`src/rtl/mole_pkg.sv`:
```
// Shared hole codes, FSM states and index helpers for the mole generator and scorer.
package mole_pkg;

    localparam logic [2:0] MOLE_NONE = 3'b000;
    localparam logic [2:0] MOLE_A    = 3'b010;
    localparam logic [2:0] MOLE_W    = 3'b001;
    localparam logic [2:0] MOLE_D    = 3'b100;
    localparam logic [2:0] MOLE_X    = 3'b101;
    localparam logic [2:0] MOLE_S    = 3'b011;
    localparam logic [2:0] IDX_NONE  = 3'd7;

    typedef enum logic [1:0] {
        GAP  = 2'd0,
        SHOW = 2'd1,
        LOST = 2'd2
    } state_e;

    function automatic logic [2:0] idx_to_code(input logic [2:0] idx);
        case (idx)
            3'd0:    return MOLE_A;
            3'd1:    return MOLE_W;
            3'd2:    return MOLE_D;
            3'd3:    return MOLE_X;
            3'd4:    return MOLE_S;
            default: return MOLE_NONE;
        endcase
    endfunction

    // Fold random bits into 0..4 and step past the previous hole to avoid repeats.
    function automatic logic [2:0] pick_idx(input logic [2:0] rnd, input logic [2:0] prev);
        logic [2:0] cand;
        cand = (rnd >= 3'd5) ? rnd - 3'd5 : rnd;
        if (cand == prev) begin
            cand = (cand == 3'd4) ? 3'd0 : cand + 3'd1;
        end
        return cand;
    endfunction

endpackage

```
`src/rtl/mole_generator_if.sv`:
```
// Mole position bus between the generator (master) and the scorer (slave).
interface mole_generator_if;
    logic [2:0] mole_pos;
    logic       mole_valid;
    logic       hit;

    modport master (output mole_pos, output mole_valid, input hit);
    modport slave  (input mole_pos, input mole_valid, output hit);
endinterface

```
`src/rtl/mole_lfsr8.sv`:
```
// Free-running 8-bit Fibonacci LFSR, taps x^8+x^6+x^5+x^4+1.
module mole_lfsr8 #(
    parameter logic [7:0] SEED = 8'hA5
) (
    input  logic       clk,
    input  logic       rst_n,
    output logic [7:0] lfsr
);

    logic [7:0] lfsr_q;
    logic [7:0] lfsr_d;

    always_comb begin
        lfsr_d = {lfsr_q[6:0], lfsr_q[7] ^ lfsr_q[5] ^ lfsr_q[4] ^ lfsr_q[3]};
    end

    always_ff @(posedge clk or negedge rst_n) begin
        if (!rst_n) lfsr_q <= SEED;
        else        lfsr_q <= lfsr_d;
    end

    assign lfsr = lfsr_q;

endmodule

```
`src/rtl/mole_generator.sv`:
```
// Picks a hole, shows the mole for a window, hides it on hit or timeout, counts misses.
module mole_generator
    import mole_pkg::*;
#(
    parameter int unsigned SHOW_CYCLES = 50_000_000,
    parameter int unsigned GAP_CYCLES  = 25_000_000,
    parameter int unsigned MAX_MISSES  = 3,
    parameter logic [7:0]  LFSR_SEED   = 8'hA5
) (
    input  logic                     clk,
    input  logic                     rst_n,
    input  logic                     key_esc,
    input  logic                     key_space,
    mole_generator_if.master         bus,
    output logic [2:0]               misses,
    output logic                     game_lose
);

    localparam int unsigned MAX_CYC = (SHOW_CYCLES > GAP_CYCLES) ? SHOW_CYCLES : GAP_CYCLES;
    localparam int unsigned TIMER_W = (MAX_CYC > 1) ? $clog2(MAX_CYC) : 1;
    localparam logic [TIMER_W-1:0] SHOW_LAST = TIMER_W'(SHOW_CYCLES - 1);
    localparam logic [TIMER_W-1:0] GAP_LAST  = TIMER_W'(GAP_CYCLES - 1);
    localparam logic [2:0]         MISS_LIM  = 3'(MAX_MISSES);

    state_e             state_q, state_d;
    logic [TIMER_W-1:0] timer_q, timer_d;
    logic [2:0]         pos_q, pos_d;
    logic               valid_q, valid_d;
    logic [2:0]         misses_q, misses_d;
    logic               lose_q, lose_d;
    logic [2:0]         prev_q, prev_d;
    logic [7:0]         lfsr;
    logic [2:0]         next_idx;
    logic               lfsr_unused;

    mole_lfsr8 #(.SEED(LFSR_SEED)) u_lfsr (
        .clk  (clk),
        .rst_n(rst_n),
        .lfsr (lfsr)
    );

    assign lfsr_unused = ^lfsr[7:3];

    // Next-state and registered-output logic; esc beats pause, hit and timeout.
    always_comb begin
        state_d  = state_q;
        timer_d  = timer_q;
        pos_d    = pos_q;
        valid_d  = valid_q;
        misses_d = misses_q;
        lose_d   = lose_q;
        prev_d   = prev_q;
        next_idx = pick_idx(lfsr[2:0], prev_q);

        if (key_esc) begin
            state_d  = GAP;
            timer_d  = '0;
            pos_d    = MOLE_NONE;
            valid_d  = 1'b0;
            misses_d = 3'd0;
            lose_d   = 1'b0;
            prev_d   = IDX_NONE;
        end else if (key_space && state_q != LOST) begin
            state_d = state_q;
        end else begin
            case (state_q)
                GAP: begin
                    pos_d   = MOLE_NONE;
                    valid_d = 1'b0;
                    if (timer_q == GAP_LAST) begin
                        pos_d   = idx_to_code(next_idx);
                        valid_d = 1'b1;
                        prev_d  = next_idx;
                        timer_d = '0;
                        state_d = SHOW;
                    end else begin
                        timer_d = timer_q + TIMER_W'(1);
                    end
                end
                SHOW: begin
                    if (bus.hit) begin
                        pos_d   = MOLE_NONE;
                        valid_d = 1'b0;
                        timer_d = '0;
                        state_d = GAP;
                    end else if (timer_q == SHOW_LAST) begin
                        misses_d = misses_q + 3'd1;
                        pos_d    = MOLE_NONE;
                        valid_d  = 1'b0;
                        timer_d  = '0;
                        if (misses_d == MISS_LIM) begin
                            state_d = LOST;
                            lose_d  = 1'b1;
                        end else begin
                            state_d = GAP;
                        end
                    end else begin
                        timer_d = timer_q + TIMER_W'(1);
                    end
                end
                LOST: begin
                    pos_d   = MOLE_NONE;
                    valid_d = 1'b0;
                    lose_d  = 1'b1;
                    timer_d = '0;
                end
                default: begin
                    state_d = GAP;
                    timer_d = '0;
                end
            endcase
        end
    end

    always_ff @(posedge clk or negedge rst_n) begin
        if (!rst_n) begin
            state_q  <= GAP;
            timer_q  <= '0;
            pos_q    <= MOLE_NONE;
            valid_q  <= 1'b0;
            misses_q <= 3'd0;
            lose_q   <= 1'b0;
            prev_q   <= IDX_NONE;
        end else begin
            state_q  <= state_d;
            timer_q  <= timer_d;
            pos_q    <= pos_d;
            valid_q  <= valid_d;
            misses_q <= misses_d;
            lose_q   <= lose_d;
            prev_q   <= prev_d;
        end
    end

    assign bus.mole_pos   = pos_q;
    assign bus.mole_valid = valid_q;
    assign misses         = misses_q;
    assign game_lose      = lose_q;

endmodule
```
`src/flat_wrapper.sv`:
```
// flat-port wrapper written by rule: the top's interface ports become plain ports
module mole_generator_flat import mole_pkg::*;
#(
    parameter int unsigned SHOW_CYCLES = 50_000_000,
    parameter int unsigned GAP_CYCLES  = 25_000_000,
    parameter int unsigned MAX_MISSES  = 3,
    parameter logic [7:0]  LFSR_SEED   = 8'hA5
)
  (clk, rst_n, key_esc, key_space, misses, game_lose, bus_mole_pos, bus_mole_valid, bus_hit);
  mole_generator_if bus_i ();
  input  logic clk;
  input  logic rst_n;
  input  logic key_esc;
  input  logic key_space;
  output logic [2:0] misses;
  output logic game_lose;
  output wire logic [$bits(bus_i.mole_pos)-1:0] bus_mole_pos;
  output wire logic [$bits(bus_i.mole_valid)-1:0] bus_mole_valid;
  input wire logic [$bits(bus_i.hit)-1:0] bus_hit;
  assign bus_mole_pos = bus_i.mole_pos;
  assign bus_mole_valid = bus_i.mole_valid;
  assign bus_i.hit = bus_hit;
  mole_generator #(.SHOW_CYCLES(SHOW_CYCLES), .GAP_CYCLES(GAP_CYCLES), .MAX_MISSES(MAX_MISSES), .LFSR_SEED(LFSR_SEED)) u_core (.clk(clk), .rst_n(rst_n), .key_esc(key_esc), .key_space(key_space), .bus(bus_i), .misses(misses), .game_lose(game_lose));
endmodule
```
`config.mk`:
```
export PLATFORM = sky130hd
export DESIGN_NAME = mole_generator_flat
export DESIGN_NICKNAME = d
export VERILOG_FILES = /design/src/rtl/mole_pkg.sv /design/src/rtl/mole_generator_if.sv /design/src/rtl/mole_lfsr8.sv /design/src/rtl/mole_generator.sv /design/src/flat_wrapper.sv
export SDC_FILE = /design/constraint.sdc
export NUM_CORES = 1
export LEC_CHECK = 0
export CAP_MARGIN = 20
export CORE_UTILIZATION = 60
export DETAILED_ROUTE_END_ITERATION = 8
export PLACE_DENSITY = 0.82
export SLEW_MARGIN = 20
export SYNTH_ARGS = -nofsm -noshare
export SYNTH_HDL_FRONTEND = slang
export SYNTH_SLANG_ARGS = --single-unit
export TNS_END_PERCENT = 20
```
`constraint.sdc`:
```
create_clock -name clk -period 2.7 [get_ports clk]
set_clock_uncertainty 0.1 [all_clocks]
set_input_delay 0.54 -clock clk [delete_from_list [all_inputs] [get_ports clk]]
set_output_delay 0.54 -clock clk [all_outputs]
set_load 0.005 [all_outputs]
```
==> results.json <==
{
  "finalHoldViolCount": 0,
  "worstPathMaxFanout": 5,
  "max_slew_margin": 0.552,
  "antenna_found_initial": 0,
  "vias": 2340,
  "syn_nets": 320,
  "ant_nets": 0,
  "worstPathRequired_ns": 2.81,
  "syn_area_per_cell_um2": 9.24,
  "synth-main-ff-cell": "dfrtp_1",
  "synth_edf_count": 0,
  "cts.reportedPaths.clkPinSlew_ns": 0.08,
  "path_cells": "inv_1 -> ha_1 -> and2_1 -> or4_4 -> nor4_1 -> o2bb2ai_1 -> nor2_1 -> o31ai_2",
  "root_buffer": "clkbuf_8",
  "fin_area_um2": 3110,
  "drt-total-wl_mm": 5.76,
  "rsz0062_at_grt": "false",
  "core_area_um2": 4440,
  "finalNonFillerCells": 376,
  "start_util": 0.638,
  "placed_area_um2": 3010,
  "die_area_um2": 5000,
  "cp_slowest_stage_delay_ns": 0.56,
  "status": "complete, no violations",
  "drt-pass1-iter-count": 4,
  "overflow": 0,
  "cap_violations": 0,
  "h-tree-depth": 2,
  "cp-end-kind": "flip-flop",
  "areaGrowthSynthToFinish_pct": 9.75,
  "numPortBuffers": 12,
  "period_minus_slack_ns": 2.53,
  "wl_per_cell_um": 15.3,
  "total_power_mw": 1.32,
  "setup_tns_ns": 0,
  "track_usage": 0.258,
  "grt_pass1_vias": 2279,
  "vias_per_cell": 6.22,
  "rows": 24,
  "cp.buffers_inverters": 1,
  "ys_types": 59,
  "fmax_mhz": 396,
  "critPathKind": "flip-flop to flip-flop",
  "cts_tree": "yes",
  "diodes": 0,
  "fillers": 356,
  "hold_class": "input port to async pin",
  "drc_errors": 0,
  "syn_inst": 307,
  "grt_first_pass_wirelength_mm": 10.1,
  "grt_max_degree": 48,
  "peakVddDrop_uv": 329,
  "powerDensity_nw_per_um2": 423,
  "synth_async_sr_flop_share": 1.00,
  "drtIter0Drc": 97,
  "critPathTopFamily": "simple AND/OR/NAND/NOR gates",
  "cp-start-kind": "flip-flop",
  "fin_util": 0.700,
  "place_inst": 367,
  "clockBufferDepth": 2,
  "setup_viol": 0,
  "dp_hpwl_mm": 4.25,
  "ys_ff_latch": 47,
  "pin_count": 13,
  "clkSinkCount": 47,
  "gp_congestion": 0.854,
  "finalCritPeriodShare": 0.936,
  "nets": 337,
  "dieHeight_um": 70.7,
  "final_layout_size_suffix_gt1_frac": 0.120,
  "cellLeakagePower_nw": 1.26,
  "postCtsHoldBufs": 0,
  "syn_area_um2": 2840,
  "clock_latency_ns": 0.30,
  "worstMarginPinSlew_ns": 0.667,
  "cts_buffers": 5,
  "slew_violations": 0,
  "yosysWarnings": 0,
  "die_w_um": 70.7,
  "synth_seq_area_share": 0.418,
  "arrival_ns": 2.64,
  "critPathSlowestCell": "dfstp_2"
}
==> power breakdown <==
| group | switching (mW) | internal [mW] | total, mW | leakage (nW) |
|---|---|---|---|---|
| registers | 0.0277 | 0.733 | 0.760 | 0.626 |
| logic | 0.0886 | 0.0753 | 0.164 | 0.596 |
| clock network | 0.215 | 0.178 | 0.394 | 0.0383 |
| total | 0.331 | 0.986 | 1.32 | 1.26 |
==> path summary, 6_finish.rpt <==
| check | startpoint | endpoint | slack, ns | cells past startpoint |
|---|---|---|---|---|
| max in group asynchronous | rst_n | u_core.timer_q[6]$_DFFE_PN0P_ | 1.89 | 2 |
| min | rst_n | u_core.misses[0]$_DFFE_PN0P_ | 0.20 | 2 |
| max reg2reg | u_core.u_lfsr.lfsr[0]$_DFF_PN1_ | u_core.bus.mole_pos[1]$_DFFE_PN0P_ | 0.17 | 8 |
| min in group clk | u_core.u_lfsr.lfsr[6]$_DFF_PN0_ | u_core.u_lfsr.lfsr[7]$_DFF_PN1_ | 0.26 | 0 |
| min reg2reg | u_core.u_lfsr.lfsr[6]$_DFF_PN0_ | u_core.u_lfsr.lfsr[7]$_DFF_PN1_ | 0.26 | 0 |
| max | u_core.u_lfsr.lfsr[0]$_DFF_PN1_ | u_core.bus.mole_pos[1]$_DFFE_PN0P_ | 0.17 | 8 |
==> routing by layer <==
layer,up-vias,GRT usage,routed length [µm]
li1,1140,-,-
met1,1142,0.325,2610
met2,42,0.432,2840
met3,16,0.0328,158
met4,0,0.149,161
met5,-,0,0
==> cell usage after synthesis (8+ instances only) <==
cell type / n / area [µm²]
ha_1: 8 / 100
xor2_1: 13 / 114
nor2_1: 39 / 146
o21ai_0: 15 / 75.1
a21oi_1: 12 / 60.1
dfrtp_1: 40 / 1000
nand3_1: 17 / 85.1
nand2b_1: 9 / 56.3
nand2_1: 22 / 82.6
inv_1: 13 / 48.8
nand4_1: 9 / 56.3
==> what timing repair did <==
action | CTS | global route
endpoints found under the hold margin | 0 | 0
resized for setup | 0 | 1
setup buffers | 0 | 2
setup endpoints to repair | 0 | 4
==> stage by stage <==
step	hold WS, ns	setup slack, ns
6_report	0.203	0.173
3_3_place_gp	0.234	0.170
4_1_cts	0.232	0.0930
5_1_grt	0.258	0.0279
2_1_floorplan	0.144	0.264
3_5_place_dp	0.243	0.110
==> flip-flops by register name (all words and copies together), names as in the netlist <==
register and flops:
u_core.game_lose 1, u_core.u_lfsr.lfsr 8, u_core.bus.mole_valid 1, u_core.timer_q 26, u_core.prev_q 3, u_core.misses 3, u_core.bus.mole_pos 3, u_core.state_q 2
==> placed cells by master (no fill, tap or decap), drive strengths merged, types with 9 or more instances in the layout <==
cell type      synthesis  layout
nand4                  9       9
o21ai                 17      17
nand2                 22      22
xor2                  13      13
clkdlybuf4s50          0      11
a21oi                 13      13
inv                   14      14
dfrtp                 40      40
nand2b                 9       9
nor2                  40      40
nand3                 18      18
buf                    7       9
==> area by class of cell <==
class                   count  area, µm²  area share
multi-input cells         236       1560       0.501
inverters                  14       52.6      0.0169
well taps                  52       65.1      0.0209
repair buffers             20        175      0.0563
flip-flops and latches     47       1180       0.381
clock buffers               7       76.3      0.0245
==> kinds of logic after synthesis <==
group	Yosys count	share of synthesized area
xor+xnor	20	0.0618
fa+ha+maj	8	0.0353
flops	47	0.418
simple gates	139	0.271
mux	4	0.0150
buf+inv	24	0.0349
compound gates	65	0.164
Note: power is estimated with default switching activity, not from simulation.
